## config.mk

```make
export PLATFORM = sky130hd
export DESIGN_NAME = flash_adc_capture_ctrl
export DESIGN_NICKNAME = d
export VERILOG_FILES = /design/src/rtl/flash_adc_capture_ctrl_pkg.sv /design/src/rtl/flash_adc_capture_ctrl_sync_fifo.sv /design/src/rtl/flash_adc_capture_ctrl.sv
export SDC_FILE = /design/constraint.sdc
export NUM_CORES = 1
export LEC_CHECK = 0
export CAP_MARGIN = 20
export CORE_ASPECT_RATIO = 1.5
export CORE_UTILIZATION = 50
export DETAILED_ROUTE_END_ITERATION = 10
export PLACE_DENSITY_LB_ADDON = 0.25
export SYNTH_ARGS = -nofsm -noshare
export SYNTH_HDL_FRONTEND = slang
export SYNTH_SLANG_ARGS = --single-unit
```

## constraint.sdc

```tcl
create_clock -name clk -period 2.35 [get_ports clk]
set_clock_uncertainty 0.1 [all_clocks]
set_input_delay 0.235 -clock clk [delete_from_list [all_inputs] [get_ports clk]]
set_output_delay 0.235 -clock clk [all_outputs]
set_load 0.005 [all_outputs]
```

## src/rtl/flash_adc_capture_ctrl_pkg.sv

```systemverilog
// Shared definitions for the flash ADC capture path: default code width and
// the capture sequencer state encoding.
package flash_adc_pkg;
    localparam int CODE_W_DEF = 8;

    typedef enum logic [1:0] {
        ST_IDLE    = 2'd0,
        ST_CAPTURE = 2'd1,
        ST_FLUSH   = 2'd2,
        ST_DONE    = 2'd3
    } cap_state_t;
endpackage

```

## src/rtl/flash_adc_capture_ctrl_sync_fifo.sv

```systemverilog
// Pointer-based synchronous FIFO; pointers carry one extra wrap bit so that
// full and empty can be told apart without a separate occupancy counter.
module sync_fifo #(
    parameter int W     = 8,
    parameter int DEPTH = 16
) (
    input  logic         clk,
    input  logic         rst,
    input  logic         wr_en,
    input  logic [W-1:0] wr_data,
    input  logic         rd_en,
    output logic [W-1:0] rd_data,
    output logic         full,
    output logic         empty
);
    localparam int AW = $clog2(DEPTH);

    logic [AW:0]  wptr, rptr;
    logic [W-1:0] mem [DEPTH];
    logic         do_push, do_pop;

    assign full    = (wptr[AW] != rptr[AW]) && (wptr[AW-1:0] == rptr[AW-1:0]);
    assign empty   = (wptr == rptr);
    assign do_push = wr_en && !full;
    assign do_pop  = rd_en && !empty;
    assign rd_data = mem[rptr[AW-1:0]];

    always_ff @(posedge clk or posedge rst) begin
        if (rst) begin
            wptr <= '0;
            rptr <= '0;
        end else begin
            if (do_push) wptr <= wptr + {{AW{1'b0}}, 1'b1};
            if (do_pop)  rptr <= rptr + {{AW{1'b0}}, 1'b1};
        end
    end

    // Storage needs no reset; the pointers alone define which entries are live.
    always_ff @(posedge clk) begin
        if (do_push) mem[wptr[AW-1:0]] <= wr_data;
    end
endmodule

```

## src/rtl/flash_adc_capture_ctrl.sv

```systemverilog
// Burst capture sequencer for the flash ADC: decimated sample strobes, latency
// alignment of the encoder output, and FIFO buffering onto a valid/ready stream.
//
//   state      | meaning
//   -----------+-----------------------------------------------------------
//   ST_IDLE    | waiting for start with a non-zero burst length
//   ST_CAPTURE | issuing strobes every decim+1 cycles until the burst is out
//   ST_FLUSH   | PIPE_LAT cycles for in-flight codes to reach the FIFO
//   ST_DONE    | one-cycle done pulse, then back to idle
module flash_adc_capture_ctrl
    import flash_adc_pkg::*;
#(
    parameter int CODE_W   = CODE_W_DEF,
    parameter int DEPTH    = 16,
    parameter int PIPE_LAT = 1,
    parameter int LEN_W    = 8
) (
    input  logic              clk,
    input  logic              rst,
    input  logic              start,
    input  logic [LEN_W-1:0]  burst_len,
    input  logic [3:0]        decim,
    input  logic [CODE_W-1:0] adc_code,
    output logic              sample_en,
    output logic [CODE_W-1:0] m_data,
    output logic              m_valid,
    input  logic              m_ready,
    output logic              busy,
    output logic              done,
    output logic              overflow
);
    localparam int FW = (PIPE_LAT > 1) ? $clog2(PIPE_LAT) : 1;

    cap_state_t          state_q, state_d;
    logic [LEN_W-1:0]    rem_cnt;
    logic [3:0]          decim_q, dec_cnt;
    logic [FW-1:0]       flush_cnt;
    logic [PIPE_LAT-1:0] pipe_q;
    logic                accept, tap;
    logic                fifo_full, fifo_empty;
    logic [CODE_W-1:0]   fifo_head;

    assign tap = pipe_q[PIPE_LAT-1];

    always_comb begin
        state_d   = state_q;
        sample_en = 1'b0;
        done      = 1'b0;
        accept    = 1'b0;
        busy      = (state_q != ST_IDLE);
        case (state_q)
            ST_IDLE: begin
                if (start && burst_len != '0) begin
                    accept  = 1'b1;
                    state_d = ST_CAPTURE;
                end
            end
            ST_CAPTURE: begin
                if (dec_cnt == 4'd0) begin
                    sample_en = 1'b1;
                    if (rem_cnt == LEN_W'(1)) state_d = ST_FLUSH;
                end
            end
            ST_FLUSH: begin
                if (flush_cnt == '0) state_d = ST_DONE;
            end
            ST_DONE: begin
                done    = 1'b1;
                state_d = ST_IDLE;
            end
            default: state_d = ST_IDLE;
        endcase
    end

    always_ff @(posedge clk or posedge rst) begin
        if (rst) begin
            state_q   <= ST_IDLE;
            rem_cnt   <= '0;
            decim_q   <= '0;
            dec_cnt   <= '0;
            flush_cnt <= '0;
            pipe_q    <= '0;
            overflow  <= 1'b0;
        end else begin
            state_q <= state_d;

            // First strobe lands on the cycle right after acceptance.
            if (accept) begin
                rem_cnt <= burst_len;
                decim_q <= decim;
                dec_cnt <= 4'd0;
            end else if (state_q == ST_CAPTURE) begin
                if (sample_en) begin
                    rem_cnt <= rem_cnt - LEN_W'(1);
                    dec_cnt <= decim_q;
                end else begin
                    dec_cnt <= dec_cnt - 4'd1;
                end
            end

            if (state_q != ST_FLUSH)  flush_cnt <= FW'(PIPE_LAT - 1);
            else if (flush_cnt != '0) flush_cnt <= flush_cnt - FW'(1);

            pipe_q[0] <= sample_en;
            for (int i = 1; i < PIPE_LAT; i++) pipe_q[i] <= pipe_q[i-1];

            if (accept)                overflow <= 1'b0;
            else if (tap && fifo_full) overflow <= 1'b1;
        end
    end

    sync_fifo #(.W(CODE_W), .DEPTH(DEPTH)) u_fifo (
        .clk     (clk),
        .rst     (rst),
        .wr_en   (tap),
        .wr_data (adc_code),
        .rd_en   (m_ready),
        .rd_data (fifo_head),
        .full    (fifo_full),
        .empty   (fifo_empty)
    );

    assign m_valid = !fifo_empty;
    assign m_data  = m_valid ? fifo_head : '0;
endmodule

```

==> impl_metrics.toml <==
[run_status]
status = "finished with violations"
violations = "negative setup slack"

[floorplanning]
core_area_um2 = 13000
die-area_um2 = 13800
starting_utilization_of_the_core_area_pct = 51.4
num_rows = 51
die_w_um = 96.2
pin_count = 37
die_height_um = 143

[synthesis]
post-synth-top-area-fraction_pct = 57.7
syn_inst = 381
netlist_area_um2 = 6660
ys_seq_area_share_pct = 69.0
yosys_warnings = 0
synth-seq-cells = 158
post_synth.cell_area_avg_um2 = 17.5
synth_edf_count = 128
cell_types_occupying_the_most_area_after_synthesis = "sky130_fd_sc_hd__edfxtp_1 58%, sky130_fd_sc_hd__dfrtp_1 11%, sky130_fd_sc_hd__mux4_2 11%"
dominantRegCellSynth = "sky130_fd_sc_hd__edfxtp_1"
async_flop_share_pct = 19.0
synthDistinctLibCells = 45
yosys.area.top_type = "sky130_fd_sc_hd__edfxtp_1"
mappedNetlistNets = 418

[sta]
layout_worst_path_cycle_share_pct = 105
post-route-min-period_ns = 2.46
max_freq_mhz = 406
fin_ws_ns = -0.115
report.final.slew_viol_count = 0
final_hold_viol_count = 0
fin_worst_hold_slack_ns = 0.0875
rsz0062_at_grt = "true"
final-setup-viol-count = 8
worstMarginPinSlew_ns = 0.671
max_slew_margin_pct = 55.1

[clock_tree]
clock_tree.root_cell = "sky130_fd_sc_hd__clkbuf_16"
number_of_buffers_created_by_cts = 17
cts.sink_count = 158
clkLatencyLatePin_ns = 0.42
tritoncts = "done"
cts_h_tree_lvls = 4
clkTransAtPathRegs_ns = 0.06
holdBufCountCts = 0
maximum_buffer_depth_of_the_clock_tree = 2

[worst_setup_path]
timing.critical_path.arrival_ns = 2.13
crit_path_cell_trace = "buf_6 > buf_6 > mux4_2 > a22oi_2 > a21oi_2 > buf_2"
worst_ep_required_time_ns = 2.02
path_max_fanout = 5
setup.worst_path.start_class = "register"
critical_path.max_stage_delay_ns = 0.51
worst-setup-path-type = "register to output pin"
crit_path_top_cell_by_count = "sky130_fd_sc_hd__buf_6"
setup.worst_path.end_class = "output pin"
cpMaxStageDelayCell = "sky130_fd_sc_hd__mux4_2"

[placed_design]
detailedPlace.worstSlack_ns = 0.0442
placement.cell_area_um2 = 7480
io_buffer_count = 36
gp_routability_congestion = 0.828
dp_hpwl_mm = 9.56

[drt]
first_pass_iters = 5
final_routed_wirelength_mm = 14.3
wl_per_cell_um = 22.4
met2_length_mm = 8.15
detail-route-antenna-nets = 0
detail_route.vias_per_cell = 5.81
met3_wirelength_um = 524
highest_layer = "met4"
dr_total_vias = 3701
drt-initial-drc-count = 221
drt_drc_violations_left = 0
m1WireLength_mm = 5.17

[pwr]
peakVddDrop_mv = 0.566
p_int_mw = 7.07
power.share.switching_pct = 30.6
seqPwrFrac_pct = 37.5
total_power_mw = 10.2
switchingPower_mw = 3.11
power.clock.fraction_pct = 27.6
share_comb_of_total_power_pct = 34.9
power.static_leakage_nw = 2.97
cellPowerDensity_nw_per_um2 = 1230

[global_route]
grt_pass1_vias = 4009
global_route.overflow_total = 0
grt_usage_pct = 23.3
grt_antenna_before_repair = 0
grt_max_degree = 31
grt_first_pass_wirelength_mm = 22.2

[final_layout]
antenna-diode-count = 0
design_area_um2 = 8250
layout.nets = 502
synthToLayoutAreaGrowth_pct = 23.9
filler_instances = 921
sequential_area_um2 = 4600
layout.cells.most_common_list = "128 x sky130_fd_sc_hd__edfxtp_1, 36 x sky130_fd_sc_hd__buf_4, 32 x sky130_fd_sc_hd__mux4_2"
most_common_cell_after_layout_fill_and_taps_aside = "sky130_fd_sc_hd__edfxtp_1"
multi_input_comb_area_um2 = 2010
post-route-util_pct = 63.7
final_layout_size_suffix_gt1_share_pct = 32.6

[hold_path]
min_path_type = "primary input to async pin"

[run]
max-cap-violations = 0
## cell usage after synthesis, drive strengths merged (3+ instances only)
master / number
buf: 15
mux2: 8
nor3: 3
dfrtp: 30
mux4: 32
ha: 13
nand4b: 3
o21ai: 10
nand2: 12
xor2: 8
a21oi: 12
a22oi: 18
clkbuf: 4
o211ai: 3
inv: 12
nor4: 3
nor2b: 7
xnor2: 14
nor2: 12
and3: 13
edfxtp: 128
## registers in the layout (all words and copies together) (netlist names)
register,count
dec_cnt,4
decim_q,4
overflow,1
pipe_q,1
rem_cnt,8
state_q,2
u_fifo.mem,128
u_fifo.rptr,5
u_fifo.wptr,5
## worst max-delay path, delay by kind of cell, from the launching register on
family,cells,cell delay (ns)
compound gates,2,0.31
flops,1,0.49
buf+inv,3,0.40
mux,1,0.51
## worst paths after layout
check / startpoint / endpoint / slack, ns / depth (start not counted)
max: u_fifo.rptr[0] / m_data[6] / -0.11 / 6
min: rst / rem_cnt[3] / 0.09 / 3
max reg2reg: u_fifo.rptr[0] / u_fifo.mem[5][3] / 0.12 / 6
min reg2reg: decim_q[2] / decim_q[2] / 0.42 / 1
max in group asynchronous: rst / u_fifo.rptr[1] / 1.76 / 3
min in group clk: burst_len[3] / rem_cnt[3] / 0.27 / 3
## layer usage
| metal | global-route usage (%) | vias up |
|---|---|---|
| met3 | 4.71 | 28 |
| li1 | - | 1666 |
| met1 | 24.6 | 1899 |
| met5 | 0 | - |
| met4 | 12.3 | 0 |
| met2 | 42.6 | 108 |
## through the flow
step                      TNS [ns]  std cells
final                       -0.397        637
after global routing         -1.07        637
after CTS                   -0.823        639
after global placement           0        598
after floorplan                  0        381
after detailed placement         0        598
## power groups by stage
stage                     registers (mW)  clock network, mW  logic, mW
final                               3.82               2.81       3.55
after global routing                3.87               2.98       3.81
after CTS                           3.82               2.86       3.61
after detailed placement            3.86                  0       3.29
after global placement              3.83                  0       3.23
after floorplan                     3.74                  0       1.93
## cell families after synthesis
group | Yosys count | synth area share [%]
DFF | 158 | 69.0
and+or+nand+nor | 65 | 5.49
AOI/OAI and AO/OA | 50 | 5.19
muxes | 41 | 12.6
buffers and inverters | 32 | 2.41
xor gates and xnor gates | 22 | 2.89
adders and majority gates | 13 | 2.44
## timing repair
item / in CTS / in global routing
setup endpoints to repair: 9 / 121
cloned: 2 / 0
pin swaps: 18 / 9
setup buffers: 7 / 0
resized for setup: 55 / 9
## cell type report
class / count / area share [%]
Multi-Input combinational cell: 191 / 24.4
Inverter: 13 / 0.591
Timing Repair Buffer: 84 / 9.52
Sequential cell: 158 / 55.7
Clock buffer: 18 / 5.20
Tap cell: 159 / 2.41
Clock inverter: 14 / 2.18
Power figures use the tool's default switching activity.
